`src/rtl/control_sequencer_pkg.sv`:
```
// Purpose: shared opcodes, T-state encoding and per-opcode last-step table for the CPU control unit.
// Latency: constants and a pure function only, with no storage.
// Backpressure: none.
package cpu_ctrl_pkg;

    localparam logic [3:0] OP_NOP = 4'h0;
    localparam logic [3:0] OP_LDA = 4'h1;
    localparam logic [3:0] OP_ADD = 4'h2;
    localparam logic [3:0] OP_SUB = 4'h3;
    localparam logic [3:0] OP_STA = 4'h4;
    localparam logic [3:0] OP_LDI = 4'h5;
    localparam logic [3:0] OP_JMP = 4'h6;
    localparam logic [3:0] OP_JC  = 4'h7;
    localparam logic [3:0] OP_JZ  = 4'h8;
    localparam logic [3:0] OP_OUT = 4'hE;
    localparam logic [3:0] OP_HLT = 4'hF;

    typedef enum logic [2:0] {
        T0 = 3'd0,
        T1 = 3'd1,
        T2 = 3'd2,
        T3 = 3'd3,
        T4 = 3'd4,
        T5 = 3'd5
    } tstate_e;

    // Last T-state that does useful work for each opcode. Undefined
    // opcodes (0x9..0xD) behave as NOP, so they finish with the fetch.
    function automatic tstate_e last_step_of(input logic [3:0] op);
        tstate_e t;
        case (op)
            OP_LDA, OP_STA:                                 t = T4;
            OP_ADD, OP_SUB:                                 t = T5;
            OP_LDI, OP_JMP, OP_JC, OP_JZ, OP_OUT, OP_HLT:   t = T3;
            default:                                        t = T2;
        endcase
        return t;
    endfunction

endpackage

```
`src/rtl/control_sequencer_step_counter.sv`:
```
// Purpose: T-state counter plus sticky halt flag for the control sequencer.
// Latency: step and halted update on the posedge after the inputs are presented.
// Backpressure: none; a set halted flag freezes the counter until reset.
//
// Ports: clk, rst_n (synchronous, active-low); last_step = final T-state of
// the current opcode; halt_req = HLT is executing in T3; step/halted = state.
module step_counter
    import cpu_ctrl_pkg::*;
#(
    parameter bit EARLY_END = 1'b1,
    parameter int NUM_STEPS = 6
) (
    input  logic       clk,
    input  logic       rst_n,
    input  tstate_e    last_step,
    input  logic       halt_req,
    output logic [2:0] step,
    output logic       halted
);

    tstate_e state_q, state_d;
    logic    halted_q, halted_d;

    always_ff @(posedge clk) begin
        if (!rst_n) begin
            state_q  <= T0;
            halted_q <= 1'b0;
        end else begin
            state_q  <= state_d;
            halted_q <= halted_d;
        end
    end

    always_comb begin
        state_d  = state_q;
        halted_d = halted_q;
        if (halted_q) begin
            // frozen until reset
        end else if (halt_req) begin
            // HLT stays parked in T3 once stopped
            halted_d = 1'b1;
        end else if (EARLY_END && (state_q == last_step)) begin
            state_d = T0;
        end else if (state_q == tstate_e'(3'(NUM_STEPS - 1))) begin
            state_d = T0;
        end else begin
            state_d = tstate_e'(state_q + 3'd1);
        end
    end

    assign step   = state_q;
    assign halted = halted_q;

endmodule

```
`src/rtl/control_sequencer.sv`:
```
// Purpose: decodes T-state and opcode into the active-low bus strobes of the 8-bit CPU.
// Latency: strobes are combinational from step/opcode/flags; the step advances once per clk.
// Backpressure: none; halt freezes the sequencer with all strobes inactive until rst_n.
//
// Ports: clk, rst_n (synchronous, active-low); opcode = IR upper nibble;
// carry_flag/zero_flag = registered flags; pc_inc, adder_sub, halt active-high;
// every n_* strobe is active-low; step = current T-state for debug.
module control_sequencer
    import cpu_ctrl_pkg::*;
#(
    parameter bit EARLY_END = 1'b1,
    parameter int NUM_STEPS = 6
) (
    input  logic       clk,
    input  logic       rst_n,
    input  logic [3:0] opcode,
    input  logic       carry_flag,
    input  logic       zero_flag,
    output logic       pc_inc,
    output logic       n_pc_out,
    output logic       n_pc_load,
    output logic       n_mar_load,
    output logic       n_ram_out,
    output logic       n_ram_in,
    output logic       n_ir_load,
    output logic       n_ir_out,
    output logic       n_a_load,
    output logic       n_a_out,
    output logic       n_b_load,
    output logic       n_adder_out,
    output logic       adder_sub,
    output logic       n_flags_load,
    output logic       n_out_load,
    output logic       halt,
    output logic [2:0] step
);

    logic    halted;
    logic    halt_t3;
    logic    active;
    tstate_e last_step;

    // active-high internal strobes, gated and inverted at the ports
    logic pc_inc_s, pc_out_s, pc_load_s, mar_load_s, ram_out_s, ram_in_s;
    logic ir_load_s, ir_out_s, a_load_s, a_out_s, b_load_s, adder_out_s;
    logic sub_s, flags_load_s, out_load_s;

    assign last_step = last_step_of(opcode);

    step_counter #(
        .EARLY_END (EARLY_END),
        .NUM_STEPS (NUM_STEPS)
    ) u_step_counter (
        .clk       (clk),
        .rst_n     (rst_n),
        .last_step (last_step),
        .halt_req  (halt_t3),
        .step      (step),
        .halted    (halted)
    );

    always_comb begin
        pc_inc_s     = 1'b0;
        pc_out_s     = 1'b0;
        pc_load_s    = 1'b0;
        mar_load_s   = 1'b0;
        ram_out_s    = 1'b0;
        ram_in_s     = 1'b0;
        ir_load_s    = 1'b0;
        ir_out_s     = 1'b0;
        a_load_s     = 1'b0;
        a_out_s      = 1'b0;
        b_load_s     = 1'b0;
        adder_out_s  = 1'b0;
        sub_s        = 1'b0;
        flags_load_s = 1'b0;
        out_load_s   = 1'b0;
        halt_t3      = 1'b0;
        case (step)
            T0: begin
                pc_out_s   = 1'b1;
                mar_load_s = 1'b1;
            end
            T1: pc_inc_s = 1'b1;
            T2: begin
                ram_out_s = 1'b1;
                ir_load_s = 1'b1;
            end
            T3: begin
                case (opcode)
                    OP_LDA, OP_ADD, OP_SUB, OP_STA: begin
                        ir_out_s   = 1'b1;
                        mar_load_s = 1'b1;
                    end
                    OP_LDI: begin
                        ir_out_s = 1'b1;
                        a_load_s = 1'b1;
                    end
                    OP_JMP: begin
                        ir_out_s  = 1'b1;
                        pc_load_s = 1'b1;
                    end
                    // conditional jumps leave the bus idle when not taken
                    OP_JC: begin
                        ir_out_s  = carry_flag;
                        pc_load_s = carry_flag;
                    end
                    OP_JZ: begin
                        ir_out_s  = zero_flag;
                        pc_load_s = zero_flag;
                    end
                    OP_OUT: begin
                        a_out_s    = 1'b1;
                        out_load_s = 1'b1;
                    end
                    OP_HLT:  halt_t3 = ~halted;
                    default: ;
                endcase
            end
            T4: begin
                case (opcode)
                    OP_LDA: begin
                        ram_out_s = 1'b1;
                        a_load_s  = 1'b1;
                    end
                    OP_ADD, OP_SUB: begin
                        ram_out_s = 1'b1;
                        b_load_s  = 1'b1;
                        sub_s     = (opcode == OP_SUB);
                    end
                    OP_STA: begin
                        a_out_s  = 1'b1;
                        ram_in_s = 1'b1;
                    end
                    default: ;
                endcase
            end
            T5: begin
                if (opcode == OP_ADD || opcode == OP_SUB) begin
                    adder_out_s  = 1'b1;
                    a_load_s     = 1'b1;
                    flags_load_s = 1'b1;
                    sub_s        = (opcode == OP_SUB);
                end
            end
            default: ;
        endcase
    end

    // reset and the halted state both force every strobe inactive
    assign active = rst_n & ~halted;

    assign pc_inc       = pc_inc_s & active;
    assign n_pc_out     = ~(pc_out_s & active);
    assign n_pc_load    = ~(pc_load_s & active);
    assign n_mar_load   = ~(mar_load_s & active);
    assign n_ram_out    = ~(ram_out_s & active);
    assign n_ram_in     = ~(ram_in_s & active);
    assign n_ir_load    = ~(ir_load_s & active);
    assign n_ir_out     = ~(ir_out_s & active);
    assign n_a_load     = ~(a_load_s & active);
    assign n_a_out      = ~(a_out_s & active);
    assign n_b_load     = ~(b_load_s & active);
    assign n_adder_out  = ~(adder_out_s & active);
    assign adder_sub    = sub_s & active;
    assign n_flags_load = ~(flags_load_s & active);
    assign n_out_load   = ~(out_load_s & active);
    assign halt         = rst_n & (halted | halt_t3);

endmodule

```
`config.mk`:
```
export PLATFORM = sky130hd
export DESIGN_NAME = control_sequencer
export DESIGN_NICKNAME = d
export VERILOG_FILES = /design/src/rtl/control_sequencer_pkg.sv /design/src/rtl/control_sequencer_step_counter.sv /design/src/rtl/control_sequencer.sv
export SDC_FILE = /design/constraint.sdc
export NUM_CORES = 1
export LEC_CHECK = 0
export ABC_AREA = 1
export CAP_MARGIN = 20
export CORE_AREA = 2 2 43 45
export CTS_CLUSTER_SIZE = 24
export DETAILED_ROUTE_END_ITERATION = 8
export DIE_AREA = 0 0 45 47
export GPL_ROUTABILITY_DRIVEN = 0
export HOLD_SLACK_MARGIN = 0.02
export PLACE_DENSITY = 0.77
export SYNTH_ARGS = -nofsm -noshare
export SYNTH_HDL_FRONTEND = slang
export SYNTH_SLANG_ARGS = --single-unit
```
`constraint.sdc`:
```
create_clock -name clk -period 2.05 [get_ports clk]
set_input_delay 0.41 -clock clk [delete_from_list [all_inputs] [get_ports clk]]
set_output_delay 0.41 -clock clk [all_outputs]
set_load 0.02 [all_outputs]
```
==> impl_metrics.csv <==
group,metric,value,unit
outcome,outcome,"finished, final reports clean",
layout,drive_above_1_share,32.4,%
power,leakage,0.446,nW
floorplan,ios,27,
layout,fin_area,897,um2
synthesis,yosysWarnings,0,
route,drc,0,
sta,skew,0.00235,ns
clock_network,cts_setup_buffers,0,
sta,relSlewSlack,80.2,%
power,ir_drop,0.337,mV
global_routing,grt_start_max_net_pins,10,
synthesis,synth_mux_area_share,0,%
job,cap_violations,0,
worst_setup_path,path_class,"in -> out",
place,hpwl,1450,um
floorplan,core,1650,um2
global_routing,first_global_vias,752,
sta,fin_crit_sh,98.2,%
layout,area_growth,63.3,%
sta,drv_slew,0,
layout,nFillCells,191,
synthesis,synth_top_area_share,22.6,%
worst_setup_path,cp_max_fo,6,
synthesis,yosysSeqAreaShare,14.6,%
clock_network,clk_latency,0.23,ns
place,place_area,933,um2
route,viasPerCell,4.94,
sta,rsz0062_at_grt,"true",
place,port_buffers,26,
worst_setup_path,crit_required,1.64,ns
global_routing,grt_overflow_total,0,
route,avgRoutedWirePerCell,10.7,um
worst_setup_path,worstPathArrival,1.60,ns
hold_path,worstHoldPathType,"reg -> reg",
synthesis,synthDistinctLibCells,22,
sta,hold_viol,0,
place,pre_cts_ws,-0.560,ns
synthesis,ys_ff_latch,4,
clock_network,cts_buffers,3,
layout,regArea,80.1,um2
worst_setup_path,cp-start-kind,"input pin",
synthesis,yosysTopAreaCell,"nand2_1",
clock_network,htreeDepth,1,
route,final_antenna_net_count,0,
synthesis,synth_area,549,um2
global_routing,grt.total_usage,17.9,%
synthesis,synth_nets,112,
sta,setup_violations,0,
clock_network,path_clk_slew,0.03,ns
sta,setup_tns,0,ns
sta,layout_setup_ws,0.0361,ns
floorplan,dieArea,2120,um2
worst_setup_path,end_kind,"primary output",
layout,fin_nets,156,
synthesis,synthTopCellsByArea,"nand2_1 23%, dfxtp_1 15%, nor2_1 8.9%, inv_1 6.8%, nand3_1 6.4%",
route,num_vias,801,
synthesis,synth_compound_area_share,11.2,%
global_routing,grt_pass1_wl,2840,um
synthesis,syn_area_per_cell,5.33,um2
floorplan,die_y,47,um
route,first_iter_violations,4,
synthesis,syn_inst,103,
power,power_density,426,nW/um2
route,dr.pass1.iters,4,
clock_network,cts_hold_buffers,0,
layout,multi_input_area,417,um2
clock_network,cts.sinks,4,
sta,post-route-min-period,2.01,ns
floorplan,floorplan.rows,15,
synthesis,synth-simple-area-share,59.2,%
synthesis,synth_xor_area_share,0,%
route,wl,1740,um
sta,hold-worst-slack,0.566,ns
clock_network,tritoncts,"done",
floorplan,die_w,45,um
floorplan,start_util,33.3,%
layout,antenna_cells,0,
sta,worstMarginPinSlew,0.297,ns
clock_network,clockRootBuffer,"clkbuf_4",
synthesis,synth_top_family_by_area,"simple AND/OR/NAND/NOR gates",
synthesis,synthAdderAreaFrac,2.28,%
sta,max_freq,497,MHz
clock_network,clockBufferDepth,2,
global_routing,antenna_found_initial,0,
## cell type report
class | count | area share (%)
Timing Repair Buffer | 42 | 33.9
Multi-Input combinational cell | 82 | 46.4
Sequential cell | 4 | 8.93
Tap cell | 17 | 2.37
Inverter | 14 | 5.86
Clock buffer | 3 | 2.51
## cells in the final DEF, fill, tap and decap left out
cell type         n
nand2_1          33
clkbuf_4          3
nor2_1           10
nor2_4            3
buf_4            16
o21ai_1           2
clkbuf_2          9
a21oi_1           1
clkdlybuf4s15_1   1
o31a_1            1
dlygate4sd2_1     5
nand3_1           7
nand2_2           1
nor4_1            1
buf_2             5
nand3_2           1
ha_1              1
nor2_2            4
o31ai_1           1
o21ai_0           6
dfxtp_1           4
nor3_4            1
clkdlybuf4s50_1   6
inv_1            10
nor3_1            6
nand4_1           3
inv_2             4
## Yosys cell counts (all sizes together)
cell type and count:
nor3 7, a21oi 1, o31ai 1, nor2 17, inv 14, buf 3, nand2 34, dfxtp 4
nor4 1, o31a 1, nand3 8, ha 1, nand4 3, o21ai 8
## logic make-up after synthesis
family / Yosys count
AND/OR/NAND/NOR: 70
buffers and inverters: 17
AO/OA/AOI/OAI: 11
flip-flops: 4
adder cells (fa/ha/maj): 1
## final timing paths
| check | from | end | slack, ns | depth (start not counted) |
|---|---|---|---|---|
| max | rst_n | n_a_out | 0.04 | 9 |
| min | u_step_counter.halted | u_step_counter.halted | 0.57 | 2 |
| max reg2reg | u_step_counter.step[1] | u_step_counter.step[2] | 0.70 | 10 |
| min reg2reg | u_step_counter.halted | u_step_counter.halted | 0.57 | 2 |
## routing by layer
layer | track usage [%] | routed length, um | part of all wire, %
met1 | 19.9 | 768 | 44
met2 | 33.7 | 849 | 49
met5 | 0 | 0 | 0
met4 | 7.65 | 19 | 1.1
met3 | 2.69 | 102 | 5.9
## state kept, by name, summed over array words and instances (netlist names)
name and flops:
u_step_counter.step 3, u_step_counter.halted 1
## stage by stage
step	utilization [%]	std cells	power, mW
finish	54.3	162	0.382
global route	54.3	162	0.416
CTS	57.5	162	0.389
detailed placement	56.5	159	0.298
global placement	56.5	159	0.295
floorplan	-	103	0.202
## report_power, final
group / total [mW] / switching (mW) / internal [mW] / leakage (nW)
clock: 0.0930 / 0.0279 / 0.0651 / 0.0138
sequential: 0.0891 / 0.00347 / 0.0856 / 0.0328
combinational: 0.200 / 0.119 / 0.0812 / 0.400
total: 0.382 / 0.150 / 0.232 / 0.446
## critical path, stage by stage
cell             delay [ns]
clkdlybuf4s50_1        0.47
inv_2                  0.04
nor2_2                 0.11
inv_2                  0.09
nor2_1                 0.12
nand3_1                0.10
nand2_1                0.07
nand2_1                0.05
buf_2                  0.16
## timing repair
action                                  4_1_cts  5_1_grt
gates resized for setup                      42       21
endpoints found under the setup margin       16       13
cloned                                        0        0
No activity file was read; power rests on OpenSTA's default activity.
